--- src/rtl/matrix_stream_decoder.sv ---
// Turns the UART byte stream into a DIM x DIM complex matrix. After the command
// byte, each little-endian signed element goes out through a valid/accept register.
module matrix_stream_decoder #(
   parameter int         DIM            = 2,
   parameter int         ELEM_WIDTH     = 37,
   parameter logic [7:0] CMD_BYTE       = 8'h4D,
   parameter int         TIMEOUT_CYCLES = 0,
   localparam int        BYTES          = (ELEM_WIDTH + 7) / 8,
   localparam int        IW             = (DIM > 1) ? $clog2(DIM) : 1
) (
   input  logic                         clk,
   input  logic                         reset,
   input  logic [7:0]                   rx_byte,
   input  logic                         rx_ready,
   output logic signed [ELEM_WIDTH-1:0] elem_data,
   output logic [IW-1:0]                elem_row,
   output logic [IW-1:0]                elem_col,
   output logic                         elem_imag,
   output logic                         elem_valid,
   input  logic                         elem_accept,
   output logic                         matrix_done,
   output logic                         busy,
   output logic                         overrun_err,
   output logic                         range_err,
   output logic                         timeout_err,
   input  logic                         err_clear
);

   localparam int AW  = 8 * BYTES;
   localparam int BCW = (BYTES > 1) ? $clog2(BYTES) : 1;
   localparam int TCW = (TIMEOUT_CYCLES > 0) ? $clog2(TIMEOUT_CYCLES + 1) : 1;

   typedef enum logic [1:0] {
      IDLE    = 2'd0,
      COLLECT = 2'd1,
      DRAIN   = 2'd2
   } state_t;

   state_t          state_r;
   state_t          next_state_s;
   logic [AW-1:0]   asm_r;
   logic [AW-1:0]   shift_s;
   logic [BCW-1:0]  byte_cnt_r;
   logic [TCW-1:0]  tmo_cnt_r;
   logic [IW-1:0]   row_r;
   logic [IW-1:0]   col_r;
   logic            imag_r;
   logic            last_s;
   logic            take_s;
   logic            load_s;
   logic            overrun_s;
   logic            range_s;
   logic            timeout_s;
   logic            done_s;

   // Padding bits above the element must all repeat its sign bit.
   function automatic logic range_bad(input logic [AW-1:0] word);
      logic bad;
      bad = 1'b0;
      for (int i = ELEM_WIDTH; i < AW; i++) begin
         bad = bad | (word[i] ^ word[ELEM_WIDTH-1]);
      end
      return bad;
   endfunction

   assign shift_s = AW'({rx_byte, asm_r} >> 4'd8);
   assign last_s  = imag_r & (row_r == IW'(DIM - 1)) & (col_r == IW'(DIM - 1));
   assign take_s  = elem_valid & elem_accept;

   // State register.
   always_ff @(posedge clk or negedge reset) begin
      if (!reset) begin
         state_r <= IDLE;
      end else begin
         state_r <= next_state_s;
      end
   end

   // Next-state decode and per-cycle event strobes.
   always_comb begin
      next_state_s = state_r;
      load_s       = 1'b0;
      overrun_s    = 1'b0;
      range_s      = 1'b0;
      timeout_s    = 1'b0;
      done_s       = 1'b0;
      case (state_r)
         IDLE: begin
            if (rx_ready && (rx_byte == CMD_BYTE)) begin
               next_state_s = COLLECT;
            end else begin
               next_state_s = IDLE;
            end
         end
         COLLECT: begin
            if (rx_ready && (byte_cnt_r == BCW'(BYTES - 1))) begin
               range_s = range_bad(shift_s);
               // An accept in this same cycle frees the register for the new element.
               if (!elem_valid || elem_accept) begin
                  load_s = 1'b1;
                  if (last_s) begin
                     next_state_s = DRAIN;
                  end else begin
                     next_state_s = COLLECT;
                  end
               end else begin
                  overrun_s    = 1'b1;
                  next_state_s = IDLE;
               end
            end else if (!rx_ready && (TIMEOUT_CYCLES > 0) &&
                         (tmo_cnt_r == TCW'(TIMEOUT_CYCLES - 1))) begin
               timeout_s    = 1'b1;
               next_state_s = IDLE;
            end else begin
               next_state_s = COLLECT;
            end
         end
         DRAIN: begin
            if (take_s) begin
               done_s       = 1'b1;
               next_state_s = IDLE;
            end else begin
               next_state_s = DRAIN;
            end
         end
         default: begin
            next_state_s = IDLE;
         end
      endcase
   end

   // Byte assembly, idle timer and element tag counters.
   always_ff @(posedge clk or negedge reset) begin
      if (!reset) begin
         asm_r      <= '0;
         byte_cnt_r <= '0;
         tmo_cnt_r  <= '0;
         row_r      <= '0;
         col_r      <= '0;
         imag_r     <= 1'b0;
      end else begin
         if (state_r == COLLECT) begin
            if (rx_ready) begin
               asm_r     <= shift_s;
               tmo_cnt_r <= '0;
               if (byte_cnt_r == BCW'(BYTES - 1)) begin
                  byte_cnt_r <= '0;
               end else begin
                  byte_cnt_r <= byte_cnt_r + BCW'(1);
               end
            end else begin
               tmo_cnt_r <= tmo_cnt_r + TCW'(1);
            end
         end else begin
            asm_r      <= '0;
            byte_cnt_r <= '0;
            tmo_cnt_r  <= '0;
         end

         if (state_r == IDLE) begin
            row_r  <= '0;
            col_r  <= '0;
            imag_r <= 1'b0;
         end else if (load_s) begin
            if (!imag_r) begin
               imag_r <= 1'b1;
            end else if (col_r == IW'(DIM - 1)) begin
               imag_r <= 1'b0;
               col_r  <= '0;
               row_r  <= row_r + IW'(1);
            end else begin
               imag_r <= 1'b0;
               col_r  <= col_r + IW'(1);
            end
         end else begin
            imag_r <= imag_r;
         end
      end
   end

   // Output register, status strobes and sticky error flags.
   always_ff @(posedge clk or negedge reset) begin
      if (!reset) begin
         elem_data   <= '0;
         elem_row    <= '0;
         elem_col    <= '0;
         elem_imag   <= 1'b0;
         elem_valid  <= 1'b0;
         matrix_done <= 1'b0;
         busy        <= 1'b0;
         overrun_err <= 1'b0;
         range_err   <= 1'b0;
         timeout_err <= 1'b0;
      end else begin
         if (load_s) begin
            elem_data  <= shift_s[ELEM_WIDTH-1:0];
            elem_row   <= row_r;
            elem_col   <= col_r;
            elem_imag  <= imag_r;
            elem_valid <= 1'b1;
         end else if (take_s) begin
            elem_valid <= 1'b0;
         end else begin
            elem_valid <= elem_valid;
         end
         matrix_done <= done_s;
         busy        <= (next_state_s != IDLE);
         overrun_err <= overrun_s | (overrun_err & ~err_clear);
         range_err   <= range_s   | (range_err   & ~err_clear);
         timeout_err <= timeout_s | (timeout_err & ~err_clear);
      end
   end

endmodule

--- config.mk ---
export PLATFORM = sky130hd
export DESIGN_NAME = matrix_stream_decoder
export DESIGN_NICKNAME = d
export VERILOG_FILES = /design/src/rtl/matrix_stream_decoder.sv
export SDC_FILE = /design/constraint.sdc
export NUM_CORES = 1
export LEC_CHECK = 0
export CAP_MARGIN = 10
export CORE_ASPECT_RATIO = 1.75
export CORE_UTILIZATION = 35
export CTS_CLUSTER_DIAMETER = 30
export DETAILED_ROUTE_END_ITERATION = 8
export HOLD_SLACK_MARGIN = 0.02
export PLACE_DENSITY = 0.67
export SYNTH_ARGS = -nofsm -noshare
export SYNTH_HDL_FRONTEND = slang
export SYNTH_SLANG_ARGS = --single-unit
--- constraint.sdc ---
create_clock -name clk -period 5.12 [get_ports clk]
set_input_delay 0.768 -clock clk [delete_from_list [all_inputs] [get_ports clk]]
set_output_delay 0.768 -clock clk [all_outputs]
set_load 0.05 [all_outputs]
**Word-level counts from Yosys, hierarchy flattened**

Index checks and enable logic that the tools add are counted.

- Add/subtract/negate cells: 3
- Multiply operators: 0
- Div/mod/pow operators: 0
- Magnitude comparators: 0
- Equal/unequal tests: 5
- Shift operators: 0
- Mux-type cells: 34
- Bitwise logic cells: 14
- Reduce and logical (&&, ||, !) cells: 12

Operator list:

| operator | count |
|---|---|
| $mux W40 | 2 |
| $mux W1 | 24 |
| $reduce_bool A2 Y1 | 5 |
| $mux W3 | 3 |
| $eq A8 B7 Y1 const B | 1 |
| $mux W2 | 4 |
| $and A1 B1 Y1 | 6 |
| $pmux W2 S3 | 1 |
| $or A1 B1 Y1 | 4 |
| $add A3 B1 Y3 const B | 1 |
| $eq A3 B3 Y1 const B | 1 |
| $reduce_and A3 Y1 | 1 |
| $xor A1 B1 Y1 | 3 |
| $add A1 B1 Y1 const B | 2 |
| $eq A2 B1 Y1 const B | 1 |
| $eq A2 B2 Y1 const B | 1 |
| $logic_and A1 B1 Y1 | 2 |
| $logic_not A2 Y1 | 1 |
| $ne A2 B2 Y1 const B | 1 |
| $reduce_and A2 Y1 | 1 |
| $logic_not A1 Y1 | 1 |
| $logic_or A1 B1 Y1 | 1 |
| $not A1 Y1 | 1 |

- Register bits after elaboration: 94
- Latch bits: 0
- Bits in writable memories: 0
- Bits in read-only memories: 0
- Output and inout port bits: 46
- Logic and storage cells: 84
- Memories: 0

**Depth between registers and ports, before layout**

- Word-level depth: 7
- Depth in mapped cells: 9

**Worst setup path before layout**

OpenSTA, ideal clock, no wires.

- Kind: input -> register
- From: input rx_ready
- To: register busy
- Setup time: 0.132 ns
- Arrival: 1.983 ns
- Slack: 3.005 ns
- Stages: 7
- Path through: buf_6 and3_4 buf_6 and3_1 buf_2 a32o_1 or3b_1

- Longest elaborated chain between the ends: 4
- Elaborated cells between the ends (all ways): 6
- Those cells by class: 3 x mux; 3 x reduce/logical

RTL lines:

| item | RTL line | text |
|---|---|---|
| start, declared | 14 | `input logic rx_ready,` |
| $logic_and A1 B1 Y1 | 96 | `if (rx_ready && (byte_cnt_r == BCW'(BYTES - 1))) begin` |
| $mux W2 | 96 |  |
| $pmux W2 S3 | 87 | `case (state_r)` |
| net next_state_s[1] | 40 | `state_t next_state_s;` |
| $reduce_bool A2 Y1 | 207 | `busy <= (next_state_s != IDLE);` |
| end signal, assigned | 207 |  |
| end, declared | 22 | `output logic busy,` |

The timed path passes the listed nets, and every way through them passes these cells.
A chain may end at the register's enable or synchronous reset.

**Worst setup path after layout**

- From: input rx_ready
- To: register elem_data[14]

- Longest elaborated chain between the ends: 3

RTL lines:

| item | RTL line | text |
|---|---|---|
| $logic_and A1 B1 Y1 | 96 |  |
| $mux W1 | 96 |  |
| $mux W1 | 87 |  |
| end signal, assigned | 196 | `elem_data <= shift_s[ELEM_WIDTH-1:0];` |
| end, declared | 15 | `output logic signed [ELEM_WIDTH-1:0] elem_data,` |

Every way passes these cells.

==> metrics.csv <==
stage,metric,value,unit
sta,clk_skew,0.00501,ns
cells_and_area,# diodes,0,
sta,fin. max-slew vios,0,
run_status,outcome,finished clean,
logic_synthesis,top cell type's share of synthesized area,0.626,
cells_and_area,fin util,0.466,
clock_tree,CTS sink count,86,
sta,RSZ-0062 raised after global routing,false,
worst_setup_path,crit-path leading delay family,simple AND/OR/NAND/NOR gates,
drt,Remaining DRCs,0,
power,cell area power density,706,mW/mm^2
floorplanning,Die Y,133,um
worst_setup_path,critical-path cell list,buf_2 -> buf_4 -> and3_4 -> and3_2 -> mux2_2,
drt,DRT Pass-1 Iters,4,
sta,setup violators final,0,
min_path,worst min-delay path class,register to register,
power,LEAKAGE,0.00201,uW
logic_synthesis,"flops & latches, synth",86,
drt,initial DRC count,164,
clock_tree,Root Buffer,clkbuf_16,
worst_setup_path,max incr delay on CP,0.84,ns
floorplanning,DIE WIDTH,76.9,um
worst_setup_path,WS Path Type,input port to register,
drt,via count of the routed design,2108,
grt,first-pass GRT wire length,10.9,mm
floorplanning,initial core utilization,0.361,
floorplanning,Core Footprint,0.00953,mm^2
flow_run,max-cap viol count,0,
clock_tree,hold_buf cts,0,
grt,largest net degree at the start of global routing,87,
cells_and_area,Final nets,332,
worst_setup_path,CP Data Arrival Time,2.94,ns
cells_and_area,# fillers,900,
sta,Setup WS post-layout,2.39,ns
logic_synthesis,Avg Synthesized Cell Area,13.3,um^2
grt,initial antenna violation count,0,
floorplanning,die area,0.0102,mm^2
logic_synthesis,cell taking the most area after synthesis,dfrtp_1,
clock_tree,"Gates resized, CTS repair",0,
worst_setup_path,slowest CP cell,and3_2,
drt,final wirelength,6.37,mm
logic_synthesis,Post-Syn Instances,259,
logic_synthesis,sequential fraction of the synthesis area,0.626,
clock_tree,number of CTS-inserted buffers,9,
sta,crit path time final,2.73,ns
power,worst vdd rail ir drop,0.278,mV
power,total power,3140,uW
sta,Fmax,0.366,GHz
drt,Via density,4.76,
sta,hold_ws,0.503,ns
worst_setup_path,WP buf/inv,2,
grt,GRT Total Usage,0.136,
placement,post-DP HPWL,4.17,mm
sta,Slew @ Worst Pin,1.06,ns
placement,DP Worst Slack,2.02,ns
sta,setup TNS,0,ns
worst_setup_path,critical path capture point type,register,
logic_synthesis,Synth Warn #,0,
grt,number of global-route vias before repair,2164,
drt,remaining antenna violation count,0,
clock_tree,H-tree depth,3,
clock_tree,clk slew on worst S/H paths,0.05,ns
worst_setup_path,CP startpoint kind,input port,
floorplanning,# rows,47,
sta,final hold viol count,0,
cells_and_area,"commonest non-fill, non-tap cell in the layout",dfrtp_1,
clock_tree,Worst-Skew Late Latency,0.33,ns
clock_tree,CTS tree,yes,
sta,final critical-path share of the clock period,0.534,
logic_synthesis,Yosys cell types,30,
clock_tree,clock buffer depth,2,
clock_tree,postcts setup bufs,0,
floorplanning,I/O pin count,59,
logic_synthesis,"top cells by area, synth","dfrtp_1 63%, mux2_2 13%, mux2i_1 9.6%",
logic_synthesis,Mapped Area,0.00344,mm^2
cells_and_area,layout cell share with drive strength beyond 1,0.190,
worst_setup_path,crit path max fanout,43,
placement,placer congestion estimate,0.728,
cells_and_area,"commonest non-fill, non-tap cells in the layout","86 x dfrtp_1, 56 x clkdlybuf4s50_1, 39 x mux2_2",
logic_synthesis,"Net Count, Synth",275,
placement,Port Buffer Count,58,
sta,Max-slew headroom,0.294,
grt,GRT Residual Overflow,0,
drt,Routed WL per cell,14.4,um
worst_setup_path,Crit path required time,5.33,ns
cells_and_area,Syn-to-layout area delta,29.2,%
==> layout make-up <==
class                      count  area, um^2  share of cell area
tap                          122         153              0.0344
sequential                    86        2150               0.484
inverter                       8        30.0             0.00676
multi-input combinational    151        1180               0.267
clock inverter                 3        65.1              0.0146
clock buffer                  13         270              0.0608
timing repair buffer          60         588               0.132
==> cells by family after synthesis <==
family,synth area share
adders and majority gates,0.0109
muxes,0.224
AOI/OAI and AO/OA,0.0142
and+or+nand+nor,0.0851
DFF,0.626
xor gates and xnor gates,0.0102
buffers and inverters,0.0302
==> power breakdown <==
group	leakage (uW)	internal, uW	total [uW]	switching (uW)
clock network	0.000166	466	709	243
logic	0.000808	492	1290	801
registers	0.00104	956	1130	178
==> flip-flops by register name, indices dropped and copies added, names as in the netlist <==
name and count:
byte_cnt_r 3, overrun_err 1, col_r 1, elem_data 37, state_r 2, elem_imag 1, busy 1, asm_r 32
elem_col 1, elem_row 1, timeout_err 1, row_r 1, matrix_done 1, range_err 1, elem_valid 1, imag_r 1
==> through the flow <==
| step | cells | instance area [um^2] |
|---|---|---|
| after floorplan | 259 | 3440 |
| final | 443 | 4440 |
| after CTS | 443 | 4440 |
| after detailed placement | 427 | 4110 |
| after global routing | 443 | 4440 |
| after global placement | 427 | 4110 |
==> cell usage after synthesis <==
master,number
nor2_1,37
inv_1,8
mux2i_1,33
a21oi_1,3
xnor2_1,2
ha_1,3
a31oi_1,1
nor3_1,2
nor2b_1,2
nand2_1,7
nor4_1,1
and3_4,1
clkbuf_1,5
buf_6,2
nand3_1,3
nand2b_1,4
or2_2,1
a32o_1,1
nor3b_1,1
buf_2,5
xor2_1,2
buf_1,2
and3_1,2
dfrtp_1,86
or3b_1,1
mux2_2,39
o22ai_1,2
o21ai_0,1
or3_1,1
nand4_1,1
==> final timing paths <==
kind | startpoint | end | slack [ns] | depth (start not counted)
worst min-delay path | elem_data[7] | elem_data[7] | 0.50 | 1
worst min register to register | elem_data[7] | elem_data[7] | 0.50 | 1
worst max-delay path | rx_ready | elem_data[14] | 2.39 | 5
worst max register to register | byte_cnt_r[0] | elem_data[14] | 2.87 | 5
max in group asynchronous | reset | asm_r[19] | 3.81 | 1
min in group asynchronous | reset | elem_data[29] | 0.62 | 1
==> worst register-to-register path, cell delays in order (launching register included) <==
cell	delay (ns)
dfrtp_1	0.40
inv_1	0.07
ha_1	0.16
and3_4	0.21
and3_2	0.84
mux2_2	0.45
==> metal layers <==
layer  part of all wire  routed length (um)  global-route usage
met3              0.032                 203              0.0288
met1               0.44                2820               0.168
met2               0.50                3210               0.224
met5                  0                   0                   0
met4              0.021                 132              0.0673
No activity file was read; power rests on OpenSTA's default activity.
